[src/rtl/rom_seq.sv]
// rom_seq: constant word table streamed as a programmable window over valid/ready.
//
// Parameters
//   m            ROM depth in words (address width AW = $clog2(m), minimum 1)
//   n            word width in bits
//   content_size number of initialised words; addresses >= content_size read 0
//   data         packed init vector, word 0 in the most significant n bits
//
// Ports
//   clk, rst     rising-edge clock, synchronous active-high reset
//   start        begin playback (IDLE only); start_addr/length/loop latched here
//   stop         abort playback (STREAM only), no done pulse
//   data_o       current word, valid_o qualifies it, ready_i accepts it
//   last_o       data_o is the final word of the current pass
//   busy         playback in progress
//   done         one-cycle pulse on normal completion (or zero-length start)
//
// Optional build macro
//   ROM_SEQ_DIR_EN  adds input dir: 0 = address increments, 1 = decrements
module rom_seq #(
    parameter int unsigned m            = 8,
    parameter int unsigned n            = 8,
    parameter int unsigned content_size = m,
    parameter logic [content_size*n-1:0] data = '0,
    localparam int unsigned AW = (m > 1) ? $clog2(m) : 1,
    localparam int unsigned LW = AW + 1
) (
    input  logic          clk,
    input  logic          rst,
    input  logic          start,
    input  logic          stop,
    input  logic [AW-1:0] start_addr,
    input  logic [LW-1:0] length,
    input  logic          loop,
`ifdef ROM_SEQ_DIR_EN
    input  logic          dir,
`endif
    output logic [n-1:0]  data_o,
    output logic          valid_o,
    input  logic          ready_i,
    output logic          last_o,
    output logic          busy,
    output logic          done
);

    typedef enum logic {
        IDLE   = 1'b0,
        STREAM = 1'b1
    } state_t;

    // Constant word table; untouched addresses read as zero.
    logic [n-1:0] rom [m];

    for (genvar k = 0; k < int'(m); k++) begin : g_rom
        if (k < int'(content_size)) begin : g_init
            assign rom[k] = data[(int'(content_size) - 1 - k)*int'(n) +: int'(n)];
        end else begin : g_zero
            assign rom[k] = '0;
        end
    end

    state_t        state, state_n;
    logic [AW-1:0] addr, addr_n;
    logic [LW-1:0] remaining, remaining_n;
    logic [AW-1:0] sa_q, sa_n;
    logic [LW-1:0] len_q, len_n;
    logic          loop_q, loop_n;
    logic          down_q, down_n;
    logic [n-1:0]  data_n;
    logic          valid_n, last_n, busy_n, done_n;
    logic          dir_in_c;

`ifdef ROM_SEQ_DIR_EN
    assign dir_in_c = dir;
`else
    assign dir_in_c = 1'b0;
`endif

    // Next address with wrap at either end of the table.
    function automatic logic [AW-1:0] step_addr(input logic [AW-1:0] a, input logic down);
        if (down) begin
            return (a == '0) ? AW'(m - 1) : a - AW'(1);
        end
        return (a == AW'(m - 1)) ? '0 : a + AW'(1);
    endfunction

    // State and datapath registers.
    always_ff @(posedge clk) begin
        if (rst) begin
            state     <= IDLE;
            addr      <= '0;
            remaining <= '0;
            sa_q      <= '0;
            len_q     <= '0;
            loop_q    <= 1'b0;
            down_q    <= 1'b0;
            data_o    <= '0;
            valid_o   <= 1'b0;
            last_o    <= 1'b0;
            busy      <= 1'b0;
            done      <= 1'b0;
        end else begin
            state     <= state_n;
            addr      <= addr_n;
            remaining <= remaining_n;
            sa_q      <= sa_n;
            len_q     <= len_n;
            loop_q    <= loop_n;
            down_q    <= down_n;
            data_o    <= data_n;
            valid_o   <= valid_n;
            last_o    <= last_n;
            busy      <= busy_n;
            done      <= done_n;
        end
    end

    // Next-state and output logic.
    always_comb begin
        state_n     = state;
        addr_n      = addr;
        remaining_n = remaining;
        sa_n        = sa_q;
        len_n       = len_q;
        loop_n      = loop_q;
        down_n      = down_q;
        data_n      = data_o;
        valid_n     = valid_o;
        last_n      = last_o;
        busy_n      = busy;
        done_n      = 1'b0;

        unique case (state)
            IDLE: begin
                if (start) begin
                    if (length != '0) begin
                        sa_n        = start_addr;
                        len_n       = length;
                        loop_n      = loop;
                        down_n      = dir_in_c;
                        addr_n      = start_addr;
                        remaining_n = length;
                        data_n      = rom[start_addr];
                        valid_n     = 1'b1;
                        last_n      = (length == LW'(1));
                        busy_n      = 1'b1;
                        state_n     = STREAM;
                    end else begin
                        // Empty window: nothing to send, report completion at once.
                        done_n = 1'b1;
                    end
                end
            end

            STREAM: begin
                if (stop) begin
                    // Abort wins over a simultaneous transfer; that word was still taken.
                    valid_n = 1'b0;
                    last_n  = 1'b0;
                    busy_n  = 1'b0;
                    state_n = IDLE;
                end else if (valid_o && ready_i) begin
                    if (remaining == LW'(1)) begin
                        if (loop_q) begin
                            // Reload the window with no bubble.
                            addr_n      = sa_q;
                            remaining_n = len_q;
                            data_n      = rom[sa_q];
                            last_n      = (len_q == LW'(1));
                        end else begin
                            valid_n = 1'b0;
                            last_n  = 1'b0;
                            busy_n  = 1'b0;
                            done_n  = 1'b1;
                            state_n = IDLE;
                        end
                    end else begin
                        addr_n      = step_addr(addr, down_q);
                        remaining_n = remaining - LW'(1);
                        data_n      = rom[addr_n];
                        last_n      = (remaining == LW'(2));
                    end
                end
            end

            default: state_n = IDLE;
        endcase
    end

endmodule
[config.mk]
export PLATFORM = sky130hd
export DESIGN_NAME = rom_seq
export DESIGN_NICKNAME = d
export VERILOG_FILES = /design/src/rtl/rom_seq.sv
export SDC_FILE = /design/constraint.sdc
export NUM_CORES = 1
export LEC_CHECK = 0
export ABC_CLOCK_PERIOD_IN_PS = 1600
export BUFFER_PORTS_ARGS = -buffer_cell sky130_fd_sc_hd__buf_4
export CAP_MARGIN = 25
export CORE_MARGIN = 2
export CORE_UTILIZATION = 24
export CTS_BUF_LIST = sky130_fd_sc_hd__clkbuf_4
export CTS_CLUSTER_SIZE = 14
export DETAILED_ROUTE_END_ITERATION = 16
export PLACE_DENSITY_LB_ADDON = 0.05
export SKIP_CTS_REPAIR_TIMING = 1
export SLEW_MARGIN = 20
export SYNTH_ARGS = -nofsm -noshare
export SYNTH_HDL_FRONTEND = slang
export SYNTH_SLANG_ARGS = --single-unit
[constraint.sdc]
create_clock -name clk -period 1.6 [get_ports clk]
set_clock_uncertainty 0.05 [all_clocks]
set_input_delay 0.16 -clock clk [delete_from_list [all_inputs] [get_ports clk]]
set_output_delay 0.16 -clock clk [all_outputs]
set_load 0.05 [all_outputs]
==> metrics, run 1 <==
Pleak ~0.00044 uW; DRT Pass-1 Iters 4; routed wire length about 2200 um; Avg WL per Cell 12.9 um; Final WS setup between 0.08 and 0.09 ns; TritonCTS buffer count 3; PortBufs 13; Die Ht 64.0 um; CP Data Required Time approximately 1.8 ns; endpoints failing hold 0; layout cell share with drive strength beyond 1 35.7%; ys async rst share 0%; launch point of the worst reg-to-reg path remaining[0]; critical path's slowest cell dfxtp_2; status finished clean; fillers 369; clk_lat worst skew 0.28 ns; critical path type reg -> reg; grt ovf 0; total of max-cap violations 0; Peak VDD IR about 0.33 mV; clock slew at reported path FFs 0.09 ns; Post-Synthesis Cell Area 865 um^2; Vias/cell 4.49; largest net degree at the start of global routing 14; first-pass GRT wire length ~3800 um; Ys Warns 0; CTS tree done; Multi-input gate area 557 um^2; Hold WC Path Type in -> reg; top-count cell post-synth dfxtp_1; Syn Area/Cell 8.48 um^2; Seq cells post-synth 13; chip width 64.0 um; GR Util All Layers between 10 and 15%; htree depth 1; die footprint 4100 um^2; Synth area leader dfxtp_1; post-DP HPWL 1700 um; share of the synthesized area in the top cell type 30.1%; worst hold stages 3; Remaining DRCs 0; Hold Crit Start loop; period utilization 95.0%; core area 3390 um^2; Total Neg Setup Slack 0 ns; Primary FF master, synth dfxtp_1; mux share of post-synthesis cell area around 2.6%; arrival time worst endpoint 1.67 ns; Antenna Cells 0; Final min period approximately 1.5 ns; worst r2r path cells 5; Hold EP loop_q; row cnt 21; Max Clk Rate 658 MHz; Hold Worst Slack 0.0676 ns; Placer Congestion 0.747; pre-CTS setup slack -0.0246 ns; final setup fails 0; dominant cells by area after synthesis dfxtp_1 (30%), buf_4 (7.8%), a21oi_1 (4.6%); Pwr Density 834 nW/um^2; crit end category flop; Simple-Gate Fraction of Synth Area 25.0%; CP Launch Type flop; crit-path cells buf_4, inv_1, ha_1, o311a_1, a211oi_1; Routed Antenna Nets 0; post-synthesis xor/xnor area fraction 0%; worst r2r dst remaining[1]; CTS Buffer Depth 2; post-synthesis adder-cell area fraction 4.34%; largest family of logic cells by synthesized area simple AND/OR/NAND/NOR gates; vias in the first global route 766; register area share after synthesis approximately 30%; P&R area growth vs syn 29.2%; post-layout net count 143; R2R Setup Slk 0.08 ns; crit-path max cell delay ~0.36 ns; Compound-Gate Fraction of Synth Area 24.7%; cell count after synthesis 102; io pins 25; crit-path max FO 4; Slew Limit Fails 0; Post-synth EDFFs 0; Seq. cell area 263 um^2; CTS Sinks 13; antenna violations before repair 0; commonest cells in the synthesized netlist dfxtp_1 (13), buf_4 (9), nand2_1 (9), nor2_1 (9), a21oi_1 (8); Root Buffer Master clkbuf_4; Initial Utilization 25.5%; 1st-iter DRT viols 8; Cell variety after synth 36; routed via count 772
critical path, delay by kind of cell (launching register included):
family,cells,cell delay [ns]
AOI/OAI and AO/OA,2,0.54
adders and majority gates,1,0.29
buffers and inverters,2,0.20
DFF,1,0.36
state kept, by name, summed over array words and instances (netlist names):
signal     cells
busy           1
len_q          4
loop_q         1
done           1
state          1
remaining      4
last_o         1
per-layer routing:
layer | wire [um] | GRT usage, %
met5 | 0 | 0
met2 | 1050 | 20.2
met3 | 66 | 2.64
met1 | 1060 | 14.6
met4 | 40 | 5.71
worst max path at each step:
stage / cells past startpoint / endpoint / from / slack (ns)
global route: 7 / remaining[3] / remaining[1] / -0.002
detailed placement: 7 / remaining[3] / remaining[1] / -0.02
finish: 5 / remaining[1] / remaining[0] / 0.08
floorplan: 6 / remaining[0] / remaining[1] / 0.04
global placement: 7 / remaining[3] / remaining[1] / -0.03
CTS: 7 / remaining[3] / remaining[1] / -0.05
cells in the final DEF, fill, tap and decap left out, drive strengths merged:
master | netlist | final
a21oi | 8 | 8
nor4 | 2 | 2
inv | 6 | 6
nand4bb | 1 | 1
o311a | 1 | 1
a211o | 1 | 1
ha | 3 | 3
nand4b | 1 | 1
o21bai | 1 | 1
a31oi | 2 | 2
a211oi | 3 | 3
a22oi | 2 | 2
clkbuf | 1 | 4
o22ai | 2 | 2
conb | 1 | 8
dfxtp | 13 | 13
mux2 | 2 | 2
nor3 | 3 | 3
nor4b | 1 | 1
nand3 | 2 | 2
nor3b | 1 | 1
a21o | 1 | 1
o2bb2ai | 1 | 1
a311oi | 2 | 2
buf | 11 | 25
o211ai | 1 | 1
nor2 | 9 | 9
nor2b | 2 | 2
nand2 | 9 | 9
o21ai | 6 | 6
nand2b | 3 | 3
through the flow:
stage               utilization, %  total power (uW)  std cells  instance area (um^2)
finish                        33.0               932        172                  1120
global route                  33.0               988        172                  1120
CTS                           31.4               921        170                  1060
detailed placement            30.5               681        166                  1030
global placement              30.5               682        166                  1030
floorplan                        -               599        109                   891
power breakdown:
group          switching [uW]  internal, uW
Clock                     121           114
Sequential               33.0           349
Combinational             183           131
kinds of logic (layout without fill, tap and decap cells):
family | count (synthesis) | after routing
adders and majority gates | 3 | 3
and+or+nand+nor | 34 | 34
AOI/OAI and AO/OA | 31 | 31
buffers and inverters | 18 | 35
DFF | 13 | 13
muxes | 2 | 2
other | 1 | 8
final cells by class:
type	count	share of cell area [%]
Multi-Input combinational cell	78	49.8
Tap cell	46	5.15
Timing Repair Buffer	25	16.8
Sequential cell	13	23.5
Inverter	6	2.02
Clock buffer	4	2.69
Note: power is estimated with default switching activity, not from simulation.
==> run 2: changes to the inputs <==
Settings changed: CORE_UTILIZATION 24 to 40, PLACE_DENSITY from default to 0.72, PLACE_DENSITY_LB_ADDON 0.05 to default.
==> metrics, run 2 (synthesized netlist as in run 1, its figures left out) <==
die footprint 2550 um^2; chip width between 50 and 60 um; worst r2r path cells 6; crit end category flop; htree depth 1; DRT Pass-1 Iters 7; met2 WL 918 um; routed via count about 750; 1st-iter DRT viols 8; final setup fails 0; Antenna Cells 0; CTS tree done; CP Data Required Time about 1.7 ns; core area 2000 um^2; Max Clk Rate approximately 660 MHz; row cnt 16; status finished clean; Root Buffer Master clkbuf_4; Avg WL per Cell roughly 13 um; Slew Limit Fails 0; total power 883 uW; Hold Crit Start loop; worst r2r dst remaining[0]; TritonCTS buffer count 3; arrival time worst endpoint 1.63 ns; Total Neg Setup Slack 0 ns; CTS Buffer Depth 2; worst hold stages 3; crit-path max FO 6; wire length on met3 between 70 and 80 um; Initial Utilization 43.2%; Placer Congestion 0.852; Pwr Density around 860 nW/um^2; PortBufs 13; GR Util All Layers 16.7%; launch point of the worst reg-to-reg path remaining[1]; clock slew at reported path FFs 0.09 ns; first-pass GRT wire length 3170 um; total of max-cap violations 0; Vias/cell slightly above 5; Clock power frac 24.6%; post-DP HPWL 1440 um; vias in the first global route 702; P&R area growth vs syn 18.7%; most frequent cells in the layout buf_4 (19), dfxtp_1 (12), nand2_1 (9), nor2_1 (9); Remaining DRCs 0; clk_lat worst skew approximately 0.29 ns; R2R Setup Slk 0.08 ns; layout cell share with drive strength beyond 1 approximately 28%; Routed Antenna Nets 0; period utilization 95.0%; pre-CTS setup slack -0.0329 ns; Sw Pwr roughly 330 uW; endpoints failing hold 0; Final min period 1.52 ns; grt ovf 0; combinational power share 31.8%; Final WS setup ~0.08 ns; WL met1 between 900 and 1000 um; commonest non-fill, non-tap cell in the layout buf_4; largest net degree at the start of global routing 14; CTS Sinks 13; critical path type reg -> reg; biggest regs len_q: 4 flops, remaining: 4 flops; CP Launch Type flop; routed wire length just under 2000 um; Peak VDD IR a little under 0.6 mV; Die Ht 50.5 um; io pins 25; post-layout net count 137; antenna violations before repair 0; Pleak 0.000406 uW; Int Pwr 552 uW; Hold EP loop_q; Sw Ratio between 30% and 40%; RSZ-0062 raised after global routing true; Hold WC Path Type in -> reg; DR top layer met3; Sequential Power Share a little over two fifths
## run 2: area by class of cell
cell class	instances	area (um^2)
clock buffer	3	22.5
clock inverter	1	5.00
inverter	6	22.5
multi-input combinational	78	538
fill	222	976
timing repair buffer	19	143
tap	27	33.8
sequential	13	262
## run 2: how the worst max path moves through the flow
stage,start,to
finish,remaining[1],remaining[0]
global route,remaining[1],remaining[0]
CTS,remaining[1],remaining[0]
detailed placement,remaining[1],remaining[0]
global placement,remaining[1],remaining[0]
floorplan,remaining[1],remaining[0]
## run 2: power groups by stage
| stage | Combinational [uW] | Sequential [uW] | Clock, uW |
|---|---|---|---|
| after floorplan | 206 | 392 | 0 |
| after global placement | 266 | 388 | 0 |
| after detailed placement | 273 | 389 | 0 |
| after CTS | 274 | 381 | 221 |
| after global routing | 308 | 389 | 241 |
| final | 280 | 385 | 218 |
## run 2: through the flow
step | instances | hold WS, ns | cell area, um^2 | util, %
6_report | 147 | 0.0777 | 1030 | 51.2
5_1_grt | 147 | 0.0781 | 1030 | 51.2
4_1_cts | 147 | 0.0758 | 1010 | 50.3
3_5_place_dp | 143 | 0.387 | 980 | 48.9
3_3_place_gp | 143 | 0.360 | 980 | 48.9
2_1_floorplan | 109 | 0.182 | 891 | -
## run 2: routing by layer
layer  vias to the layer above  GRT usage, %
met5                         -             0
met2                        15          27.2
met3                         0          6.25
met1                       353          21.4
li1                        386             -
met4                         0          2.70
## run 2: worst max-delay path, cell delays in order (launching register included)
cell and delay [ns]:
dfxtp_1 0.33, inv_2 0.07, ha_4 0.16, nor3b_4 0.21
mux2_2 0.36, a21oi_1 0.14, a211oi_1 0.08
==> run 3: changes to the inputs <==
==> constraint.sdc (replaced) <==
create_clock -name clk -period 1.6 [get_ports clk]
set_clock_uncertainty 0.05 [all_clocks]
set_input_delay 0 -clock clk [delete_from_list [all_inputs] [get_ports clk]]
set_output_delay 0 -clock clk [all_outputs]
set_load 0.05 [all_outputs]
==> metrics, run 3 (synthesized netlist as in run 1, its figures left out) <==
status finished clean; period utilization 95.6%; first-pass GRT wire length roughly 3200 um; io pins 25; Slew Limit Fails 0; chip width approximately 50 um; crit-path max FO 6; Avg WL per Cell 12.8 um; DRT Pass-1 Iters 4; launch point of the worst reg-to-reg path remaining[1]; clock slew at reported path FFs ~0.08 ns; Routed Antenna Nets 0; row cnt 16; Hold Crit Start stop; antenna violations before repair 0; routed via count a little under 800; htree depth 1; post-layout net count 140; layout cell share with drive strength beyond 1 24.4%; total of max-cap violations 0; TritonCTS buffer count 3; final core occ ~53%; Hold WC Path Type in -> reg; RSZ-0062 raised after global routing true; Peak VDD IR 0.554 mV; Tightest Pin Transition ~0.53 ns; Remaining DRCs 0; fillers around 210; commonest non-fill, non-tap cell in the layout buf_4; crit end category flop; endpoints failing hold 0; post-DP HPWL 1430 um; die footprint around 2500 um^2; Vias/cell 5.15; core area approximately 2000 um^2; Slew headroom 64.3%; biggest regs len_q: 4 flops, remaining: 4 flops; Pleak 0.000414 uW; crit-path max cell delay 0.36 ns; 1st-iter DRT viols 16; CTS Buffer Depth 2; Hold EP state; grt ovf 0; Worst Path Buf+Inv 1; Max Clk Rate 654 MHz; Antenna Cells 0; routed wire length roughly 1900 um; critical path's slowest cell mux2_2; R2R Setup Slk approximately 0.070 ns; CTS tree done; PortBufs 13; Root Buffer Master clkbuf_4; Initial Utilization roughly 43%; Hold Worst Slack 0.0348 ns; final setup fails 0; Pwr Density between 800 and 900 nW/um^2; Seq. cell area between 200 and 300 um^2; clk_lat worst skew 0.28 ns; Die Ht 50.5 um; arrival time worst endpoint roughly 1.6 ns; CP top delay family multiplexers; Final min period 1.53 ns; Multi-input gate area roughly 530 um^2; worst hold stages 4; Total Neg Setup Slack 0 ns; CTS Sinks 13; P&R area growth vs syn 22.7%; most frequent cells in the layout buf_4 (16), dfxtp_1 (12), nand2_1 (9), nor2_1 (9); crit-path cells inv_2, ha_4, nor3b_4, mux2_2, a21oi_1, a211oi_1; worst r2r path cells 6; worst r2r dst remaining[0]; critical path type reg -> reg; vias in the first global route 732; largest net degree at the start of global routing 14; CP Data Required Time 1.71 ns; CP Launch Type flop; Placer Congestion ~0.85; GR Util All Layers 16.4%
[run 3: how the worst max path moves through the flow]
stage	start	end	cells after the start
after CTS	remaining[1]	remaining[0]	6
after global placement	remaining[1]	remaining[0]	6
after detailed placement	remaining[1]	remaining[0]	6
after global routing	remaining[1]	remaining[0]	6
after floorplan	remaining[1]	remaining[0]	6
final	remaining[1]	remaining[0]	6
[run 3: power breakdown]
group	total, uW	switching, uW	internal (uW)	leakage, uW
Sequential	385	36.2	349	0.000108
Combinational	282	168	114	0.000288
Clock	228	114	114	0.0000184
[run 3: through the flow]
| stage | power, uW | area [um^2] | cells | setup WS, ns |
|---|---|---|---|---|
| after floorplan | 599 | 891 | 109 | 0.0392 |
| after detailed placement | 656 | 957 | 140 | -0.0356 |
| after global placement | 650 | 957 | 140 | 0.00915 |
| final | 895 | 1060 | 150 | 0.0702 |
| after global routing | 952 | 1060 | 150 | -0.00703 |
| after CTS | 884 | 987 | 144 | -0.0612 |
[run 3: per-layer routing]
| layer | GRT usage (%) | routed length [um] |
|---|---|---|
| met5 | 0 | 0 |
| met4 | 3.15 | 0 |
| met3 | 5.95 | 99 |
| met2 | 26.1 | 907 |
| met1 | 21.5 | 920 |
[run 3: layout make-up]
cell class | instances | area share (%)
Inverter | 6 | 2.12
Timing Repair Buffer | 22 | 17.0
Tap cell | 27 | 3.18
Clock buffer | 4 | 2.83
Multi-Input combinational cell | 78 | 50.2
Sequential cell | 13 | 24.6
[run 3: worst min-delay path, stage by stage]
cell	delay [ns]
buf_4	0.13
inv_1	0.05
a31oi_1	0.07
nor2_1	0.08
